**src/rtl/bpd_pkg.sv**
```systemverilog
// Shared types and default widths for the branch-direction predictor update path.
package bpd_pkg;

  localparam int GIDX_W = 12;
  localparam int LIDX_W = 10;

  // One retired-branch update waiting for the table write ports.
  typedef struct packed {
    logic [GIDX_W-1:0] gidx;
    logic [LIDX_W-1:0] lidx;
    logic              brdir;
    logic              ch_we;
    logic              ch_dir;
  } bpd_upd_t;

  typedef enum logic [0:0] {
    BPD_INIT = 1'b0,
    BPD_RUN  = 1'b1
  } bpd_state_t;

endpackage

```
**src/rtl/bpd_upd_fifo.sv**
```systemverilog
// Small synchronous FIFO of predictor updates; head is visible without popping.
module bpd_upd_fifo
  import bpd_pkg::*;
#(
  parameter  int DEPTH = 4,
  localparam int PTR_W = (DEPTH > 1) ? $clog2(DEPTH) : 1,
  localparam int CNT_W = $clog2(DEPTH) + 1
) (
  input  logic             clock,
  input  logic             reset_n,
  input  logic             push,
  input  logic             pop,
  input  bpd_upd_t         din,
  output bpd_upd_t         head,
  output logic [CNT_W-1:0] cnt,
  output logic             empty,
  output logic             full
);

  localparam logic [CNT_W-1:0] FULL_CNT = CNT_W'(DEPTH);

  bpd_upd_t         mem [DEPTH];
  logic [PTR_W-1:0] wr_ptr;
  logic [PTR_W-1:0] rd_ptr;
  logic             push_ok;
  logic             pop_ok;

  assign empty   = (cnt == '0);
  assign full    = (cnt == FULL_CNT);
  assign push_ok = push & ~full;
  assign pop_ok  = pop & ~empty;
  assign head    = mem[rd_ptr];

  // Storage is data only; validity is tracked by the pointers and count.
  always_ff @(posedge clock) begin
    if (push_ok) mem[wr_ptr] <= din;
  end

  // Pointer and occupancy bookkeeping; a simultaneous push and pop keeps the count.
  always_ff @(posedge clock or posedge reset_n) begin
    if (reset_n) begin
      wr_ptr <= '0;
      rd_ptr <= '0;
      cnt    <= '0;
    end else begin
      if (push_ok) wr_ptr <= wr_ptr + 1'b1;
      if (pop_ok)  rd_ptr <= rd_ptr + 1'b1;
      case ({push_ok, pop_ok})
        2'b10:   cnt <= cnt + 1'b1;
        2'b01:   cnt <= cnt - 1'b1;
        default: cnt <= cnt;
      endcase
    end
  end

endmodule

```
**src/rtl/bpd_upd_sched.sv**
```systemverilog
// Owns the write ports of the global PHT, local PHT and choice table: sweeps
// them to their init value after reset, then drains buffered retire updates,
// yielding to same-index fetch reads of the global PHT for a bounded time.
//
// state    | meaning
// BPD_INIT | writing init value to index init_cnt of every table
// BPD_RUN  | draining the update FIFO, one write per cycle
module bpd_upd_sched
  import bpd_pkg::*;
#(
  parameter int GIDX_W    = bpd_pkg::GIDX_W,
  parameter int LIDX_W    = bpd_pkg::LIDX_W,
  parameter int DEPTH     = 4,
  parameter int MAX_DEFER = 3,
  localparam int CNT_W    = $clog2(DEPTH) + 1
) (
  input  logic              clock,
  input  logic              reset_n,
  input  logic              ret_valid_i,
  output logic              ret_ready_o,
  input  logic [GIDX_W-1:0] ret_gidx_i,
  input  logic [LIDX_W-1:0] ret_lidx_i,
  input  logic              ret_brdir_i,
  input  logic              ret_ch_we_i,
  input  logic              ret_ch_dir_i,
  input  logic              fetch_rd_valid_i,
  input  logic [GIDX_W-1:0] fetch_rd_gidx_i,
  output logic              g_we_o,
  output logic [GIDX_W-1:0] g_widx_o,
  output logic              l_we_o,
  output logic [LIDX_W-1:0] l_widx_o,
  output logic              ch_we_o,
  output logic [GIDX_W-1:0] ch_widx_o,
  output logic              ch_dir_o,
  output logic              wr_dir_o,
  output logic              wr_init_o,
  output logic              init_done_o,
  output logic [CNT_W-1:0]  fifo_cnt_o
);

  localparam int                DEF_W    = (MAX_DEFER > 0) ? $clog2(MAX_DEFER + 1) : 1;
  localparam logic [DEF_W-1:0]  DEF_MAX  = DEF_W'(MAX_DEFER);
  localparam logic [GIDX_W-1:0] LAST_IDX = '1;

  bpd_state_t        state;
  logic [GIDX_W-1:0] init_cnt;
  logic [DEF_W-1:0]  defer_cnt;
  logic              in_l_range;

  bpd_upd_t          push_data;
  bpd_upd_t          head;
  logic              push;
  logic              pop;
  logic              collide;
  logic              fifo_empty;
  logic              fifo_full;

  // The local PHT is smaller, so only the low part of the sweep touches it.
  assign in_l_range  = (32'(init_cnt) < (32'd1 << LIDX_W));

  assign ret_ready_o = init_done_o & ~fifo_full;
  assign push        = ret_valid_i & ret_ready_o;
  assign push_data   = '{gidx: ret_gidx_i, lidx: ret_lidx_i, brdir: ret_brdir_i,
                         ch_we: ret_ch_we_i, ch_dir: ret_ch_dir_i};

  assign collide     = fetch_rd_valid_i & (head.gidx == fetch_rd_gidx_i);
  assign pop         = (state == BPD_RUN) & ~fifo_empty & (~collide | (defer_cnt == DEF_MAX));

  bpd_upd_fifo #(
    .DEPTH (DEPTH)
  ) u_fifo (
    .clock   (clock),
    .reset_n (reset_n),
    .push    (push),
    .pop     (pop),
    .din     (push_data),
    .head    (head),
    .cnt     (fifo_cnt_o),
    .empty   (fifo_empty),
    .full    (fifo_full)
  );

  // Init sweep counter; RUN is left only through reset.
  always_ff @(posedge clock or posedge reset_n) begin
    if (reset_n) begin
      state    <= BPD_INIT;
      init_cnt <= '0;
    end else if (state == BPD_INIT) begin
      init_cnt <= init_cnt + 1'b1;
      if (init_cnt == LAST_IDX) state <= BPD_RUN;
    end
  end

  // Counts consecutive cycles the head yielded to a colliding fetch read.
  always_ff @(posedge clock or posedge reset_n) begin
    if (reset_n) begin
      defer_cnt <= '0;
    end else if (fifo_empty || pop) begin
      defer_cnt <= '0;
    end else if ((state == BPD_RUN) && collide) begin
      defer_cnt <= defer_cnt + 1'b1;
    end
  end

  // Registered write ports: one-cycle pulses for either an init or a popped update.
  always_ff @(posedge clock or posedge reset_n) begin
    if (reset_n) begin
      g_we_o      <= 1'b0;
      g_widx_o    <= '0;
      l_we_o      <= 1'b0;
      l_widx_o    <= '0;
      ch_we_o     <= 1'b0;
      ch_widx_o   <= '0;
      ch_dir_o    <= 1'b0;
      wr_dir_o    <= 1'b0;
      wr_init_o   <= 1'b0;
      init_done_o <= 1'b0;
    end else begin
      g_we_o      <= 1'b0;
      g_widx_o    <= '0;
      l_we_o      <= 1'b0;
      l_widx_o    <= '0;
      ch_we_o     <= 1'b0;
      ch_widx_o   <= '0;
      ch_dir_o    <= 1'b0;
      wr_dir_o    <= 1'b0;
      wr_init_o   <= 1'b0;
      init_done_o <= (state == BPD_RUN);
      if (state == BPD_INIT) begin
        g_we_o    <= 1'b1;
        g_widx_o  <= init_cnt;
        ch_we_o   <= 1'b1;
        ch_widx_o <= init_cnt;
        wr_init_o <= 1'b1;
        l_we_o    <= in_l_range;
        l_widx_o  <= in_l_range ? init_cnt[LIDX_W-1:0] : '0;
      end else if (pop) begin
        g_we_o    <= 1'b1;
        g_widx_o  <= head.gidx;
        l_we_o    <= 1'b1;
        l_widx_o  <= head.lidx;
        wr_dir_o  <= head.brdir;
        ch_we_o   <= head.ch_we;
        ch_widx_o <= head.gidx;
        ch_dir_o  <= head.ch_dir;
      end
    end
  end

endmodule

```
**config.mk**
```make
export PLATFORM = sky130hd
export DESIGN_NAME = bpd_upd_sched
export DESIGN_NICKNAME = d
export VERILOG_FILES = /design/src/rtl/bpd_pkg.sv /design/src/rtl/bpd_upd_fifo.sv /design/src/rtl/bpd_upd_sched.sv
export SDC_FILE = /design/constraint.sdc
export NUM_CORES = 1
export LEC_CHECK = 0
export CELL_PAD_IN_SITES_DETAIL_PLACEMENT = 1
export CELL_PAD_IN_SITES_GLOBAL_PLACEMENT = 2
export CORE_AREA = 2 2 131 133
export CTS_BUF_LIST = sky130_fd_sc_hd__clkbuf_2 sky130_fd_sc_hd__clkbuf_4 sky130_fd_sc_hd__clkbuf_8
export DETAILED_ROUTE_END_ITERATION = 8
export DIE_AREA = 0 0 133 135
export GPL_ROUTABILITY_DRIVEN = 1
export PLACE_DENSITY_LB_ADDON = 0.15
export SLEW_MARGIN = 10
export SYNTH_ARGS = -nofsm -noshare
export SYNTH_HDL_FRONTEND = slang
export SYNTH_SLANG_ARGS = --single-unit
```
**constraint.sdc**
```tcl
create_clock -name clock -period 2.7 [get_ports clock]
set_input_delay 0.54 -clock clock [delete_from_list [all_inputs] [get_ports clock]]
set_output_delay 0.54 -clock clock [all_outputs]
set_load 0.01 [all_outputs]
```
**Word-level counts from Yosys, hierarchy flattened**

Memories as Yosys holds them, arrays and structs flattened.
Cells that the tools add are included.

- Flip-flop bits (word level): 51
- Output and inout port bits: 45
- Bits of input ports: 41
- RAM bits: 100
- Memories kept: 1
- Logic and storage cells: 67

- Add/subtract/negate cells: 6
- Reductions and logical operators: 5
- Multiplexer cells: 22
- Equal/unequal tests: 6
- Bitwise logic cells: 11
- Magnitude comparators: 1

Memories:

| name | depth | width | read ports | clocked after memory_dff | wr ports | RTL line | source |
|---|---|---|---|---|---|---|---|
| u_fifo.mem | 4 | 25 | 1 | 0 | 1 | bpd_upd_fifo.sv:22 | `bpd_upd_t mem [DEPTH];` |

Operators with widths:

| cell | count |
|---|---|
| $mux 10 | 3 |
| $mux 12 | 2 |
| $mux 1 | 14 |
| $add 12x1->12 const B | 1 |
| $eq 12x12->1 | 1 |
| $eq 12x12->1 const B | 1 |
| $lt 12x11->1 const B | 1 |
| $and 1x1->1 | 7 |
| $add 2x1->2 const B | 3 |
| $pmux 3 s2 | 1 |
| $eq 2x2->1 const B | 2 |
| $mux 2 | 2 |
| $reduce_bool 2->1 | 2 |
| $add 3x1->3 const B | 1 |
| $eq 3x3->1 const B | 1 |
| $logic_not 3->1 | 1 |
| $not 1->1 | 3 |
| $sub 3x1->3 const B | 1 |
| $eq 2x1->1 const B | 1 |
| $logic_and 1x1->1 | 1 |
| $logic_or 1x1->1 | 1 |
| $or 1x1->1 | 1 |

**Depth between registers and ports, before layout**

Gate-level depths: netlist of run 1.
An unclocked memory read counts as a cell.

- Depth in word-level cells: 9
- Gate-level depth with buffers: 14
- Gate-level depth less buffers: 11

**Hierarchy**

Synthesis of run 1 repeated with hierarchy kept, for this count alone.

- Cell total of the unflattened synthesis: 323
- Area total of the unflattened synthesis: 6,062.1 um^2

By module, submodules not included:

| module | cells each | instances | area an instance (um^2) | seq. area each (um^2) |
|---|---|---|---|---|
| bpd_upd_fifo | 169 | 1 | 4,083.9 | 3,178.0 |
| bpd_upd_sched | 154 | 1 | 1,978.1 | 1,101.1 |

**Least setup slack after synthesis of run 1**

Ideal clock, no wire load.

- Kind: register to register
- Start point: reg u_fifo.rd_ptr[0]
- End point: reg u_fifo.cnt[2]
- Period minus slack after synthesis: 2.931 ns
- Path buffers: 2
- Slack: -0.231 ns
- Stages on the path, launching flop included: 14
- Setup time: 0.128 ns
- Arrival: 2.803 ns
- Required time: 2.572 ns
- Cells stage by stage: dfrtp_1 > buf_6 > mux4_2 > xnor2_1 > nand4_1 > a2111oi_4 > nor2_4 > buf_6 > ha_1 > inv_1 > fa_1 > xor2_1 > nor2_1 > xor2_1

- Cells in the longest elaborated chain, start to end: 9
- Elaborated cells between the ends (all ways): 11
- Those cells by class: eq/ne: 3; mux: 1; bitwise: 5; reduce/logical: 1; memory: 1

Ends and longest elaborated chain:

| element | RTL line | source |
|---|---|---|
| from (decl) | bpd_upd_fifo.sv:24 | `logic [PTR_W-1:0] rd_ptr;` |
| from (signal assigned) | bpd_upd_fifo.sv:47 | `if (pop_ok) rd_ptr <= rd_ptr + 1'b1;` |
| $mem_v2 4x25 * | - |  |
| $eq 12x12->1 * | bpd_upd_sched.sv:66 | `assign collide = fetch_rd_valid_i & (head.gidx == fetch_rd_gidx_i);` |
| $and 1x1->1 * | bpd_upd_sched.sv:66 |  |
| $not 1->1 * | bpd_upd_sched.sv:67 | `assign pop = (state == BPD_RUN) & ~fifo_empty & (~collide \| (defer_cnt == DEF_MAX));` |
| $or 1x1->1 * | bpd_upd_sched.sv:67 |  |
| $and 1x1->1 * | bpd_upd_sched.sv:67 |  |
| $and 1x1->1 * | bpd_upd_fifo.sv:31 | `assign pop_ok = pop & ~empty;` |
| named net u_fifo.pop_ok | bpd_upd_fifo.sv:26 | `logic pop_ok;` |
| $eq 2x1->1 / $eq 2x2->1 (equally long branches) | bpd_upd_fifo.sv:48 | `case ({push_ok, pop_ok})` |
| $pmux 3 s2 / $reduce_bool 2->1 (equally long branches) | - |  |
| to (signal assigned) | bpd_upd_fifo.sv:49 | `2'b10: cnt <= cnt + 1'b1;` |
| to (signal assigned) | bpd_upd_fifo.sv:50 | `2'b01: cnt <= cnt - 1'b1;` |
| to (signal assigned) | bpd_upd_fifo.sv:51 | `default: cnt <= cnt;` |
| to (decl) | bpd_upd_fifo.sv:15 | `output logic [CNT_W-1:0] cnt,` |

The timed path passes the listed nets; every way through them passes the cells marked *.
A chain may end at the register's enable or synchronous reset.

**Worst setup path after layout of run 1**

- Start point: reg u_fifo.rd_ptr[0]
- End point: reg u_fifo.cnt[2]

- Cells in the longest elaborated chain, start to end: 9
- Elaborated cells between the ends (all ways): 11
- Those cells by class: eq/ne: 3; mux: 1; bitwise: 5; reduce/logical: 1; memory: 1

Ends and longest elaborated chain:

| element | RTL line |
|---|---|
| $mem_v2 4x25 * | - |
| $eq 12x12->1 * | bpd_upd_sched.sv:66 |
| $and 1x1->1 * | bpd_upd_sched.sv:66 |
| $not 1->1 * | bpd_upd_sched.sv:67 |
| $or 1x1->1 * | bpd_upd_sched.sv:67 |
| $and 1x1->1 * | bpd_upd_sched.sv:67 |
| $and 1x1->1 * | bpd_upd_fifo.sv:31 |
| $eq 2x1->1 / $eq 2x2->1 (equally long branches) | bpd_upd_fifo.sv:48 |
| $pmux 3 s2 / $reduce_bool 2->1 (equally long branches) | - |

Mark *: on every way between the ends. The rest lies on a longest branch, timed or not.

==> results of run 1 <==
worst max-delay path, stage by stage, from the launching register on:
cell	delay, ps
dfrtp_2	430
buf_12	120
buf_16	110
mux4_2	550
xnor2_2	140
nand4_1	160
a2111oi_4	440
nor2_4	80
ha_4	180
inv_4	50
fa_2	180
xor2_1	140
nor2_1	60
xor2_1	130
registers in the layout, summed over array words and instances, names as in the netlist:
name	flops
u_fifo.cnt	3
ch_dir_o	1
defer_cnt	2
g_we_o	1
l_we_o	1
ch_widx_o	12
wr_dir_o	1
u_fifo.wr_ptr	2
u_fifo.mem	100
init_cnt	12
ch_we_o	1
init_done_o	1
l_widx_o	10
state	1
wr_init_o	1
u_fifo.rd_ptr	2
final cells by class:
class	instances	share of cell area, %
flip-flops and latches	151	53.7
clock inverters	13	1.93
repair buffers	129	16.1
multi-input cells	151	21.0
well taps	220	3.46
inverters	15	0.738
clock buffers	19	3.13
repair_timing:
| item | 4_1_cts | 5_1_grt |
|---|---|---|
| gates resized for setup | 14 | 21 |
| gates cloned | 1 | 0 |
| setup buffers | 4 | 6 |
| endpoints found under the setup margin | 5 | 32 |
| pin swaps | 7 | 13 |
cells in the mapped netlist, types with 3 or more instances:
cell type	n
and3_1	4
o22ai_1	4
dfrtp_1	51
buf_4	15
buf_6	4
mux4_2	15
o2bb2ai_1	5
xor2_1	6
nand2_1	17
ha_1	7
mux4_1	8
a22o_1	5
nor2_1	4
nor3_1	3
inv_1	15
edfxtp_1	100
mux2i_1	7
a22o_2	7
xnor2_1	24
nand3_1	8
layer usage:
layer  global-route usage, %  share of wire (%)  vias up
met4                    6.27                2.1        0
met1                    21.0                 44     1706
met5                       0                  0        -
li1                        -                  -     1518
met2                    27.9                 50       80
met3                    4.17                4.0       21
per-stage QoR:
stage	hold slack, ps	utilization (%)
final	281	48.6
after global routing	273	48.6
after CTS	246	47.5
after detailed placement	495	44.4
after global placement	486	44.4
after floorplan	444	-
report_power, final:
| group | leakage [nW] | internal (mW) | switching (mW) |
|---|---|---|---|
| Combinational | 1.23 | 0.0651 | 0.0495 |
| Clock | 0.200 | 0.926 | 0.826 |
| Sequential | 1.52 | 2.47 | 0.0000130 |
cells by family after synthesis:
family	after synthesis	synth area share (%)
adders and majority gates	8	1.78
DFF	151	70.6
buffers and inverters	39	4.05
AOI/OAI and AO/OA	31	4.44
and+or+nand+nor	51	4.38
muxes	31	10.4
xor gates and xnor gates	30	4.34
final timing paths:
kind | slack, ps | to | cells past startpoint
max reg2reg | -200 | u_fifo.cnt[2] | 13
max in group asynchronous | 1920 | u_fifo.wr_ptr[0] | 3
min reg2reg | 510 | init_cnt[11] | 1
max | -200 | u_fifo.cnt[2] | 13
min in group clock | 510 | init_cnt[11] | 1
min | 280 | l_widx_o[5] | 2
==> flow_summary.yaml, run 1 <==
final_layout:
  area_growth_pct: 31.5
  final_cell_mix: "100 x edfxtp_1, 85 x clkdlybuf4s50_1, 50 x dfrtp_1"
  regArea_mm2: 0.00428
  antennaDiodeCount: 0
  stdcell_count: 698
  drive_above_1_share_pct: 27.4
  stdcell_area_mm2: 0.00797
  final_common_cell: "edfxtp_1"
  nNetsFinal: 514
  multiInputGateArea_mm2: 0.00167
  fill_cells: 1561
floorplanning:
  start_util_pct: 36.9
  die_width_um: 133
  die_h_um: 135
  num_rows: 47
  dieArea_mm2: 0.0180
  coreArea_mm2: 0.0164
  ios: 86
routing:
  ant_nets: 0
  vias: 3325
  wirelength_um: 13800
  drc: 0
  wire_per_inst_um: 19.7
  drtIter0Drc: 169
  vias_per_cell: 4.76
  first_pass_iters: 4
clock_network:
  cts_root_buf: "clkbuf_8"
  cts_tree: "built"
  clkSlewWorstSetupHoldPaths_ps: 80
  cts_buffer_depth: 2
  clock_sinks: 151
  cts_max_level: 4
  cts_hold_buffers: 0
  clk_latency_ps: 450
  cts_buffers: 17
yosys:
  synth_edf_count: 100
  ys_ff_latch: 151
  synthFlopType: "edfxtp_1"
  async_flop_share_pct: 33.8
  synth_area_mm2: 0.00606
  seq_area_frac_synth_pct: 70.6
  synth_cells: 341
  syn_nets: 390
  ys_types: 46
  yosysWarnings: 0
  synth_top_area_share_pct: 49.6
  synth_top_cell_by_area: "edfxtp_1"
  avgSynthCellArea_um2: 17.8
  synthTopCellsByArea: "edfxtp_1 50%, dfrtp_1 21%, mux4_2 5.6%, mux4_1 3.5%, xnor2_1 3.5%"
sta:
  max_freq_ghz: 0.345
  skew_ps: 11.4
  min_period_ps: 2900
  setup_ws_ps: -200
  tns_ps: -453
  rsz0062_at_grt: "yes"
  worstMarginPinSlew_ps: 763
  finalSetupViolCount: 3
  hold_violations: 0
  fin_crit_sh_pct: 107
  relSlewSlack_pct: 48.7
  slew_violations: 0
global_route:
  grt_pass1_wl_um: 21500
  antenna_found_initial: 0
  grt_remaining_overflow: 0
  grt_max_degree: 47
  grt_pass1_vias: 3743
  grt_usage_pct: 16.6
worst_setup_path:
  start_kind: "flop"
  worst-path-max-fanout: 6
  critPathArrivalTime_ps: 3240
  worstSetupEndpointType: "flop"
  r2r-start: "u_fifo.rd_ptr[0]"
  critPathKind: "reg -> reg"
  required_ps: 3040
  critPathLaunch: "u_fifo.rd_ptr[0]"
placed_design:
  placed_area_mm2: 0.00729
  hpwl_um: 9060
  placed_cells: 656
  port_buffers: 85
  place_ws_ps: -368
  routabilityCongestion: 0.749
outcome:
  violations: "negative setup slack"
  status: "complete, but fails checks"
power:
  peakVddDrop_mv: 0.262
  fin_total_pwr_mw: 4.33
  powerDensity_mw_per_mm2: 544
  leakage_nw: 2.95
worst_hold_path:
  min-delay-path-class: "in -> async"
flow_run:
  cap_violations: 0
No activity file was read; power rests on OpenSTA's default activity.
==> run 2: changes to the inputs <==
- CTS_BUF_LIST: sky130_fd_sc_hd__clkbuf_2 sky130_fd_sc_hd__clkbuf_4 sky130_fd_sc_hd__clkbuf_8 -> sky130_fd_sc_hd__clkbuf_8
- SLEW_MARGIN: 10 -> default
==> flow_summary.yaml, run 2 (synthesized netlist as in run 1, its figures left out) <==
outcome:
  status: "complete, but fails checks"
  violations: "negative setup slack"
final_layout:
  final_cell_mix: "100 x edfxtp_1, 85 x clkdlybuf4s50_1, 50 x dfrtp_1"
  multiInputGateArea_mm2: 0.00164
  final_common_cell: "edfxtp_1"
  area_growth_pct: 30.9
  largest_registers: "u_fifo.mem: 100 flops, ch_widx_o: 12 flops, init_cnt: 12 flops"
  drive_above_1_share_pct: 26.8
  antennaDiodeCount: 0
  fill_cells: 1564
  stdcell_count: 698
  regArea_mm2: 0.00428
  largest_reg_flops: 100
  postLayoutCoreUtil_pct: 48.3
  stdcell_area_mm2: 0.00793
  nNetsFinal: 514
  regMostFlops: "u_fifo.mem"
placed_design:
  port_buffers: 85
  placed_cells: 656
  hpwl_um: 9060
  placed_area_mm2: 0.00729
  routabilityCongestion: 0.749
power:
  intPower_mw: 3.43
  sequentialPowerShare_pct: 57.3
  leakage_nw: 2.93
  powerDensity_mw_per_mm2: 543
  clkPwrFrac_pct: 40.0
  p_sw_share_pct: 20.3
  share_comb_of_total_power_pct: 2.7
  power_switching_mw: 0.872
  peakVddDrop_mv: 0.261
  fin_total_pwr_mw: 4.30
worst_setup_path:
  critPathArrivalTime_ps: 3240
  required_ps: 3040
  critPathKind: "reg -> reg"
  worst-path-max-fanout: 6
  worstSetupEndpointType: "flop"
  start_kind: "flop"
worst_hold_path:
  min-delay-path-class: "in -> async"
floorplanning:
  dieArea_mm2: 0.0180
  start_util_pct: 36.9
  die_h_um: 135
  num_rows: 47
  die_width_um: 133
  coreArea_mm2: 0.0164
  ios: 86
sta:
  max_freq_ghz: 0.344
  relSlewSlack_pct: 48.6
  finalSetupViolCount: 5
  skew_ps: 9.92
  rsz0062_at_grt: "yes"
  hold_violations: 0
  tns_ps: -467
  worstMarginPinSlew_ps: 765
  fin_crit_sh_pct: 108
  min_period_ps: 2900
  slew_violations: 0
  setup_ws_ps: -204
routing:
  wire_per_inst_um: 19.6
  first_pass_iters: 4
  vias: 3351
  vias_per_cell: 4.80
  wirelength_um: 13700
  ant_nets: 0
  drtIter0Drc: 164
  drc: 0
flow_run:
  cap_violations: 0
clock_network:
  cts_buffers: 17
  clkSlewWorstSetupHoldPaths_ps: 80
  clk_latency_ps: 450
  cts_buffer_depth: 2
  cts_root_buf: "clkbuf_8"
  cts_max_level: 4
  cts_tree: "built"
  clock_sinks: 151
global_route:
  grt_usage_pct: 16.7
  antenna_found_initial: 0
  grt_max_degree: 47
  grt_pass1_wl_um: 21500
  grt_remaining_overflow: 0
  grt_pass1_vias: 3748
[run 2: stage by stage]
step	setup WS, ps	hold slack (ps)
after floorplan	-228	444
after global placement	-360	486
after detailed placement	-368	495
after CTS	-208	245
after global routing	-332	272
final	-204	284
[run 2: layout make-up]
class                           count  area share (%)
Clock buffer                       17            2.95
Clock inverter                     15            2.04
Inverter                           15           0.742
Multi-Input combinational cell    151            20.7
Sequential cell                   151            54.0
Tap cell                          220            3.47
Timing Repair Buffer              129            16.1
[run 2: worst max-delay path: stages, from the launching register on]
cell and delay, ps:
dfrtp_2 430, buf_12 150, mux4_2 560, xnor2_2 180
nand4_1 160, a2111oi_4 490, nor2_4 80, ha_4 180
inv_4 50, fa_2 180, xor2_1 140, nor2_1 60
xor2_1 130
[run 2: layer usage]
| metal | share of wire (%) | wire [µm] | global-route usage [%] |
|---|---|---|---|
| met4 | 2.1 | 286 | 6.09 |
| met1 | 44 | 6060 | 21.0 |
| met5 | 0 | 0 | 0 |
| met2 | 50 | 6800 | 28.0 |
| met3 | 4.0 | 541 | 4.39 |
[run 2: power by group through the flow]
| stage | Sequential [mW] | Clock [mW] | Combinational [mW] |
|---|---|---|---|
| 6_report | 2.47 | 1.72 | 0.115 |
| 5_1_grt | 2.47 | 1.87 | 0.125 |
| 4_1_cts | 2.47 | 1.79 | 0.114 |
| 3_5_place_dp | 2.52 | 0 | 0.113 |
| 3_3_place_gp | 2.52 | 0 | 0.110 |
| 2_1_floorplan | 2.52 | 0 | 0.0217 |
[run 2: worst paths after layout]
kind                       slack [ps]                to  cells past startpoint             start
setup reg to reg                 -200     u_fifo.cnt[2]                     12  u_fifo.rd_ptr[0]
setup / recovery                 -200     u_fifo.cnt[2]                     12  u_fifo.rd_ptr[0]
max in group asynchronous        1930  u_fifo.wr_ptr[1]                      3           reset_n
min in group clock                510      init_cnt[11]                      1      init_cnt[11]
hold / removal                    280       l_widx_o[5]                      2           reset_n
hold reg to reg                   510      init_cnt[11]                      1      init_cnt[11]
[run 2: timing repair]
action | in CTS | in global routing
pin swaps | 7 | 11
resized for setup | 11 | 20
endpoints found under the setup margin | 5 | 31
buffers inserted | 4 | 6
hold buffers | 0 | 0
cloned | 1 | 0
==> run 3: changes to the inputs <==
- CELL_PAD_IN_SITES_GLOBAL_PLACEMENT: 2 -> 1
- CORE_AREA: 2 2 131 133 -> 2 2 122 124
- DIE_AREA: 0 0 133 135 -> 0 0 124 126
==> flow_summary.yaml, run 3 (synthesized netlist as in run 1, its figures left out) <==
worst_setup_path:
  critPathKind: "reg -> reg"
  worst-path-max-fanout: 8
  cp_slowest_stage_delay_ps: 540
  path_cells: "buf_12 -> mux4_2 -> xnor2_1 -> nand4_1 -> a2111oi_4 -> nor2_4 -> ha_4 -> inv_2 -> fa_2 -> xor2_1 -> nor2_1 -> xor2_1"
  reg2reg_slack_ps: -90
  r2r-start: "u_fifo.rd_ptr[0]"
  worstSetupEndpointType: "flop"
  required_ps: 3020
  critPathArrivalTime_ps: 3120
  critPathSlowestCell: "mux4_2"
  start_kind: "flop"
  critPathLaunch: "u_fifo.rd_ptr[0]"
  path_common_cell: "xor2_1"
routing:
  wirelength_um: 13300
  vias: 3376
  ant_nets: 0
  first_pass_iters: 4
  drtIter0Drc: 250
  drc: 0
  wire_per_inst_um: 20.2
  vias_per_cell: 5.14
global_route:
  grt_usage_pct: 18.2
  grt_pass1_wl_um: 20400
  antenna_found_initial: 0
  grt_max_degree: 52
  grt_remaining_overflow: 0
  grt_pass1_vias: 3643
sta:
  hold_slack_ps: 524
  rsz0062_at_grt: "yes"
  min_period_ps: 2790
  max_freq_ghz: 0.358
  worstMarginPinSlew_ps: 660
  fin_crit_sh_pct: 103
  slew_violations: 0
  setup_ws_ps: -92.3
  skew_ps: 10.6
  relSlewSlack_pct: 56.0
  hold_violations: 0
  finalSetupViolCount: 2
clock_network:
  clkSlewWorstSetupHoldPaths_ps: 70
  cts_root_buf: "clkbuf_8"
  cts_max_level: 4
  clock_sinks: 151
  cts_buffers: 17
  cts_tree: "built"
  cts_buffer_depth: 2
  clk_latency_ps: 450
worst_hold_path:
  min-delay-path-class: "reg -> reg"
  hold_start: "init_cnt[11]"
power:
  fin_total_pwr_mw: 4.28
  share_comb_of_total_power_pct: 2.6
  intPower_mw: 3.45
  p_sw_share_pct: 19.5
  sequentialPowerShare_pct: 57.6
  leakage_nw: 2.86
  power_switching_mw: 0.834
  powerDensity_mw_per_mm2: 557
  peakVddDrop_mv: 0.383
  clkPwrFrac_pct: 39.8
floorplanning:
  start_util_pct: 42.3
  die_width_um: 124
  num_rows: 44
  ios: 86
  coreArea_mm2: 0.0143
  dieArea_mm2: 0.0156
  die_h_um: 126
placed_design:
  port_buffers: 85
  routabilityCongestion: 0.744
  place_ws_ps: -323
  placed_area_mm2: 0.00723
  hpwl_um: 8930
final_layout:
  largest_registers: "u_fifo.mem: 100 flops, ch_widx_o: 12 flops, init_cnt: 12 flops"
  regMostFlops: "u_fifo.mem"
  drive_above_1_share_pct: 24.3
  final_cell_mix: "100 x edfxtp_1, 85 x clkdlybuf4s50_1, 49 x dfrtp_1"
  antennaDiodeCount: 0
  nNetsFinal: 509
  fill_cells: 1363
  final_common_cell: "edfxtp_1"
  area_growth_pct: 26.9
  stdcell_area_mm2: 0.00769
  largest_reg_flops: 100
flow_run:
  cap_violations: 0
outcome:
  violations: "negative setup slack"
  status: "complete, but fails checks"
run 3: layout make-up:
| type | count | area [µm²] | area share, % |
|---|---|---|---|
| Tap cell | 184 | 230 | 2.99 |
| Clock inverter | 14 | 145 | 1.89 |
| Sequential cell | 151 | 4280 | 55.7 |
| Timing Repair Buffer | 124 | 1170 | 15.2 |
| Multi-Input combinational cell | 151 | 1560 | 20.2 |
| Inverter | 15 | 56.3 | 0.732 |
| Clock buffer | 18 | 248 | 3.22 |
run 3: metrics by stage:
step	cells	setup TNS (ps)	utilization (%)
2_1_floorplan	341	-443	-
3_3_place_gp	619	-894	50.5
3_5_place_dp	619	-1330	50.5
4_1_cts	655	-273	53.5
5_1_grt	657	-461	53.7
6_report	657	-128	53.7
run 3: repair_timing:
action                                  4_1_cts  5_1_grt
setup buffers                                 5        4
endpoints found under the setup margin        3       23
hold buffers                                  0        0
resized for setup                             5        9
pin swaps                                     7        4
run 3: power by group through the flow:
stage | Sequential (mW) | Combinational [mW] | Clock [mW]
3_3_place_gp | 2.52 | 0.104 | 0
3_5_place_dp | 2.52 | 0.109 | 0
6_report | 2.47 | 0.110 | 1.70
2_1_floorplan | 2.52 | 0.0217 | 0
5_1_grt | 2.47 | 0.120 | 1.83
4_1_cts | 2.47 | 0.111 | 1.74
run 3: path summary, 6_finish.rpt:
| kind | end | cells past startpoint |
|---|---|---|
| max in group asynchronous | u_fifo.rd_ptr[0] | 3 |
| min in group asynchronous | l_widx_o[5] | 3 |
| hold / removal | init_cnt[11] | 1 |
| hold reg to reg | init_cnt[11] | 1 |
| setup reg to reg | u_fifo.cnt[2] | 12 |
| setup / recovery | u_fifo.cnt[2] | 12 |
run 3: per-layer routing:
layer | up-vias | GRT usage (%) | routed length (µm)
met4 | 0 | 6.87 | 264
met5 | - | 0 | 0
met2 | 89 | 29.5 | 6700
li1 | 1503 | - | -
met3 | 16 | 3.99 | 494
met1 | 1768 | 24.0 | 5830
run 3: critical path: cells and delay by family (launching register included):
family	cells	cell delay, ps
adder cells (fa/ha/maj)	2	360
AO/OA/AOI/OAI	1	400
multiplexers	1	540
AND/OR/NAND/NOR	3	330
buffers and inverters	2	190
XOR/XNOR	3	450
flip-flops	1	420
==> edit 1 (config.mk and constraints of run 3) <==
Set the package constant `GIDX_W` to 11 (it was 12).
--- a/src/rtl/bpd_pkg.sv
+++ b/src/rtl/bpd_pkg.sv
@@ -2,5 +2,5 @@
 package bpd_pkg;
 
-  localparam int GIDX_W = 12;
+  localparam int GIDX_W = 11;
   localparam int LIDX_W = 10;
 
Ports: changed (resized ch_widx_o, fetch_rd_gidx_i, g_widx_o and ret_gidx_i); port bits go from 86 to 82. The function was not compared with the original's and may differ.
==> edit 1 against run 3 <==
The run still ends with setup timing left; clock skew decreased by 0.0053 ns; setup slack lost 0.10 ns; sequential cell count fell by 6; area after synthesis shrank 4.3%; cell area fell by 2.2%; wire length fell by 5.5%; critical path type unchanged; critical endpoint unchanged; power grew 2.4%.
==> edit 1: results (changes against run 3) <==
Detailed routing
  • Routed wl met3: 509 um (+3.0%)
  • Routed wire length on met2: 6.39 mm (-4.7%)
  • Post-DR wirelength/cell: 19.4 um (-4.0%)
  • Met1 WL: 5.51 mm (-5.6%)
  • Vias/cell: 5.06 (-1.6%)
  • Initial DRC count: 181 (-28%)
  • Via count: 3,273 (-3.1%)
  • Highest routing layer actually used: met4
  • Detailed Routing Iterations Pass 1: 4 (unchanged)

Yosys
  • Ys Warns: 0 (unchanged)
  • Top_reg_cell synth: edfxtp_1
  • Ys async rst share: 33.8% (about the same)
  • Number of flops mapped to enable cells by yosys: 96 (-4.0%)
  • Post-synth cell types: 40 (-13%)
  • Mapped Cells: 333 (-2.3%)
  • Share of the yosys chip area belonging to registers: 70.9% (+0.24 points)
  • Post-synth top cells: edfxtp_1 (96), dfrtp_1 (49), mux4_2 (18)
  • Post-Syn Nets: 380 (-2.6%)
  • Ranking of synthesized cells by area: edfxtp_1 (50%), dfrtp_1 (21%), mux4_2 (7.0%), xnor2_1 (2.6%), a22o_1 (2.0%)

Timing
  • Final setup viols: 2 (unchanged)
  • Setup TNS: -0.292 ns (-0.164 ns)
  • Slew Limit Headroom: 66.4% (+10 points)
  • Final Skew: 0.00533 ns (-0.00528 ns)
  • Final WS setup: -0.196 ns (-0.104 ns)

Floorplanning
  • Starting density of the core: 40.5% (-1.8 points)

Global route
  • Pin count of the biggest net entering global routing: 29 (-44%)
  • Total GRT Usage: 17.7% (-0.48 points)
  • First-pass GRT wire length: 19.8 mm (-2.9%)
  • Vias in the first global route: 3,520 (-3.4%)
  • Initial antenna violation count: 0 (unchanged)

Pwr
  • Leak: 0.00276 uW (-3.6%)
  • Maximum vdd drop: 0.394 mV (+2.9%)
  • Power Density: 583 nW/um^2 (+4.7%)

Clock network
  • CTS Buffer Depth: 2 (unchanged)
  • Total CTS buffers: 17 (unchanged)
  • CTS root buffer: clkbuf_8
  • Clock transition at the registers of the reported paths: 0.07 ns (about the same)
  • Worst-Skew Late Latency: 0.45 ns (about the same)
  • H-tree depth: 4 (unchanged)

Critical path
  • Arrival time worst endpoint: 3.26 ns (+0.14 ns)
  • Reg2reg end: u_fifo.cnt[2]
  • Maximum fanout along the worst path: 7 (-1)
  • Reg2reg start: u_fifo.rd_ptr[0]

Layout
  • # nets final: 497 (-2.4%)
  • Ant. Diodes: 0 (unchanged)
  • Ratio of cells with drive above 1 in the final layout: 23.3% (-0.99 points)
  • Fill cells: 1,386 (+1.7%)
  • Leading registers by flop count: u_fifo.mem (96), ch_widx_o (11), init_cnt (11)

Place
  • Cell Count Post-Placement: 607 (-1.9%)
  • PortBufs: 81 (-4.7%)
  • Dpl cell area: 6970 um^2 (-3.5%)
  • DP HPWL: 8.40 mm (-5.9%)
  • Final GP Congestion: 0.720 (-3.3%)

Status
  • Outcome: finished with violations
  • Failing checks: setup timing

Hold path
  • Min-delay worst type: in2async
==> edit 1: report_power, final <==
part           leakage [uW]  internal, uW  switching [uW]  total (uW)
sequential          0.00145          2370          0.0249        2370
combinational       0.00109          59.7            47.7         107
clock              0.000220          1090             815        1910
==> edit 1: metal layers <==
layer,vias to the layer above,track usage (%)
li1,1479,-
met1,1700,23.8
met2,79,28.0
met3,15,4.62
met4,0,6.35
met5,-,0
==> edit 1: stage by stage <==
step           hold WS, ns  setup slack [ns]
2_1_floorplan        0.393            -0.300
3_3_place_gp         0.503            -0.382
3_5_place_dp         0.507            -0.445
4_1_cts              0.443            -0.209
5_1_grt              0.501            -0.379
6_report             0.448            -0.196
==> edit 1: cell families after synthesis <==
group	count (synthesis)	synth area share, %
AOI/OAI and AO/OA	31	4.68
xor gates and xnor gates	28	4.23
adders and majority gates	8	1.86
buffers and inverters	38	3.69
DFF	145	70.9
muxes	30	9.99
and+or+nand+nor	53	4.68
==> edit 1: layout make-up <==
cell class | instances | area share, %
tap | 184 | 3.06
timing repair buffer | 122 | 15.5
inverter | 14 | 0.698
multi-input combinational | 150 | 20.0
sequential | 145 | 54.6
clock inverter | 15 | 2.91
clock buffer | 17 | 3.11
==> edit 1: what timing repair did <==
action,in CTS,in global routing
resized for setup,11,0
setup endpoints to repair,5,13
setup buffers,5,3
pin swaps,2,5
endpoints found under the hold margin,0,0
==> edit 1: worst max-delay path by stage <==
stage                                   start             to  slack, ns
after floorplan              u_fifo.rd_ptr[0]  u_fifo.cnt[2]      -0.30
after global placement    fetch_rd_gidx_i[10]  u_fifo.cnt[2]      -0.38
after detailed placement  fetch_rd_gidx_i[10]  u_fifo.cnt[2]      -0.44
after CTS                    u_fifo.rd_ptr[0]  u_fifo.cnt[2]      -0.21
after global routing         u_fifo.rd_ptr[0]  u_fifo.cnt[2]      -0.38
final                        u_fifo.rd_ptr[0]  u_fifo.cnt[2]      -0.20
==> edit 1: worst max-delay path: stages (launching register included) <==
cell and delay, ns:
dfrtp_2 0.43, buf_12 0.14, mux4_2 0.52, xnor2_1 0.16
nand4_1 0.12, a2111oi_4 0.06, a311oi_4 0.37, ha_4 0.19
inv_2 0.03, fa_2 0.32, xor2_1 0.15, nor2_1 0.13
xor2_1 0.18
==> edit 2 (config.mk and constraints of run 3) <==
Without the edit above. Register the output `fifo_cnt_o`, with the module's reset; this adds one clock of latency there. The other outputs are not delayed to match.
--- a/src/rtl/bpd_upd_sched.sv
+++ b/src/rtl/bpd_upd_sched.sv
@@ -43,4 +43,6 @@
   localparam logic [GIDX_W-1:0] LAST_IDX = '1;
 
+  logic [CNT_W-1:0] fifo_cnt_d;
+
   bpd_state_t        state;
   logic [GIDX_W-1:0] init_cnt;
@@ -76,5 +78,5 @@
     .din     (push_data),
     .head    (head),
-    .cnt     (fifo_cnt_o),
+    .cnt     (fifo_cnt_d),
     .empty   (fifo_empty),
     .full    (fifo_full)
@@ -148,4 +150,12 @@
   end
 
+  always_ff @(posedge clock or posedge reset_n) begin
+    if (reset_n) begin
+      fifo_cnt_o <= '0;
+    end else begin
+      fifo_cnt_o <= fifo_cnt_d;
+    end
+  end
+
 endmodule
 
Function: no difference found for any inputs over 10 cycles, from zero or initial values and one cycle with reset_n high; that may be too few to reach the edited logic, so the function may still have changed.
==> edit 2 against run 3 <==
The flow still finishes with violations (setup timing); cell area rose by 3.5%; wire length rose by 2.1%; via count rose by 5.5%; first-iteration DRC count fell by 6.8%; setup slack got worse by 0.010 ns; sequential share of layout area fell by 0.95 points; area after synthesis rose by 1.9%; power rose by 10%; critical path depth rose by 1; sequential cell count rose by 3; highest routed layer unchanged.
==> edit 2: results (changes against run 3) <==
Status
  • Outcome: finished with violations
  • Failing checks: setup timing

Global route
  • Met3 Usage GRT: 4.39% (+0.41 points)
  • GR Util met2: 30.2% (+0.65 points)
  • First-pass GRT wire length: 21.8 mm (+6.9%)
  • Met1 Use GR: 26.4% (+2.4 points)
  • Total GRT Usage: 19.2% (+0.97 points)
  • Pin count of the biggest net entering global routing: 37 (-29%)
  • Vias in the first global route: 3,833 (+5.2%)

Detailed routing
  • Via count: 3,560 (+5.5%)
  • Post-DR wirelength/cell: 19.7 um (-2.6%)
  • Met1 WL: 6.00 mm (+3.0%)
  • Initial DRC count: 233 (-6.8%)
  • Detailed Routing Iterations Pass 1: 4 (unchanged)
  • Routed wl met3: 568 um (+15%)
  • Vias/cell: 5.17 (+0.55%)
  • Routed wire length on met2: 6.79 mm (+1.3%)

Yosys
  • Ranking of synthesized cells by area: edfxtp_1 (49%), dfrtp_1 (22%), mux4_2 (9.1%), xnor2_1 (3.4%), nand2_1 (2.6%)
  • Mapped Cells: 378 (+11%)
  • Post-synth top cells: edfxtp_1 (100), dfrtp_1 (54), nand2_1 (42)
  • Mux cell area share after synthesis: 9.63% (-0.76 points)
  • Ys Warns: 0 (unchanged)
  • Ys async rst share: 35.1% (+1.3 points)
  • Post-Syn Nets: 427 (+9.5%)
  • Adder-Cell Fraction of Synth Area: 1.74% (-0.033 points)
  • Post-synth cell types: 42 (-8.7%)
  • Compound-Gate Fraction of Synth Area: 3.81% (-0.63 points)
  • Share of the yosys chip area belonging to registers: 70.5% (-0.10 points)

Pwr
  • Overall Power: 4710 uW (+10%)
  • Seq power: 2520 uW (+2%)
  • Clock group: 2000 uW (+18%)
  • Psw: 910 uW (+9.2%)
  • Leak: 0.00292 uW (+1.8%)

Place
  • Dpl cell area: 7380 um^2 (+2.1%)
  • Final GP Congestion: 0.787 (+5.8%)
  • Cell Count Post-Placement: 652 (+5.3%)
  • Pre-CTS WS: -0.483 ns (-0.160 ns)
  • DP HPWL: 9.13 mm (+2.2%)

Layout
  • Area taken by multi-input logic gates: 1680 um^2 (+7.8%)
  • Ratio of cells with drive above 1 in the final layout: 21.2% (-3.1 points)
  • # nets final: 541 (+6.3%)
  • Ant. Diodes: 0 (unchanged)

Critical path
  • R2R depth: 13 (+1)
  • Maximum fanout along the worst path: 5 (-3)
  • Slowest Stage Delay on Critical Path: 0.52 ns (-0.02 ns)
  • Delay-heaviest family, CP: simple AND/OR/NAND/NOR gates

Timing
  • Hold_ws: 0.414 ns (-0.110 ns)
  • Setup TNS: -0.183 ns (-0.0556 ns)
  • Final setup viols: 2 (unchanged)
  • Final Skew: 0.00837 ns (-0.00224 ns)
  • Final WS setup: -0.102 ns (-0.0100 ns)
  • Slew Limit Headroom: 66.7% (+11 points)

Hold path
  • Hold Path Sink: fifo_cnt_o[1]
  • Hold wc startpoint: u_fifo.cnt[1]
  • Worst hold stages: 0 (-1)

Clock network
  • Post-CTS setup buffers: 4 (-1)
  • PostCTS Resize Cnt: 8 (+3)
==> edit 2: layout make-up <==
| cell class | count | share of cell area, % |
|---|---|---|
| multi-input combinational | 184 | 21.1 |
| clock inverter | 15 | 2.89 |
| sequential | 154 | 54.7 |
| timing repair buffer | 124 | 14.9 |
| tap | 184 | 2.89 |
| clock buffer | 17 | 2.94 |
| inverter | 11 | 0.519 |
==> edit 2: how the worst max path moves through the flow <==
| stage | start | slack (ns) | cells after the start | endpoint |
|---|---|---|---|---|
| detailed placement | fetch_rd_valid_i | -0.48 | 12 | u_fifo.cnt[2] |
| global route | u_fifo.rd_ptr[0] | -0.27 | 12 | u_fifo.cnt[2] |
| finish | u_fifo.rd_ptr[0] | -0.10 | 13 | u_fifo.cnt[2] |
| floorplan | u_fifo.rd_ptr[0] | -0.18 | 14 | u_fifo.cnt[2] |
| CTS | u_fifo.rd_ptr[0] | -0.14 | 13 | u_fifo.cnt[2] |
| global placement | fetch_rd_valid_i | -0.35 | 12 | u_fifo.cnt[2] |
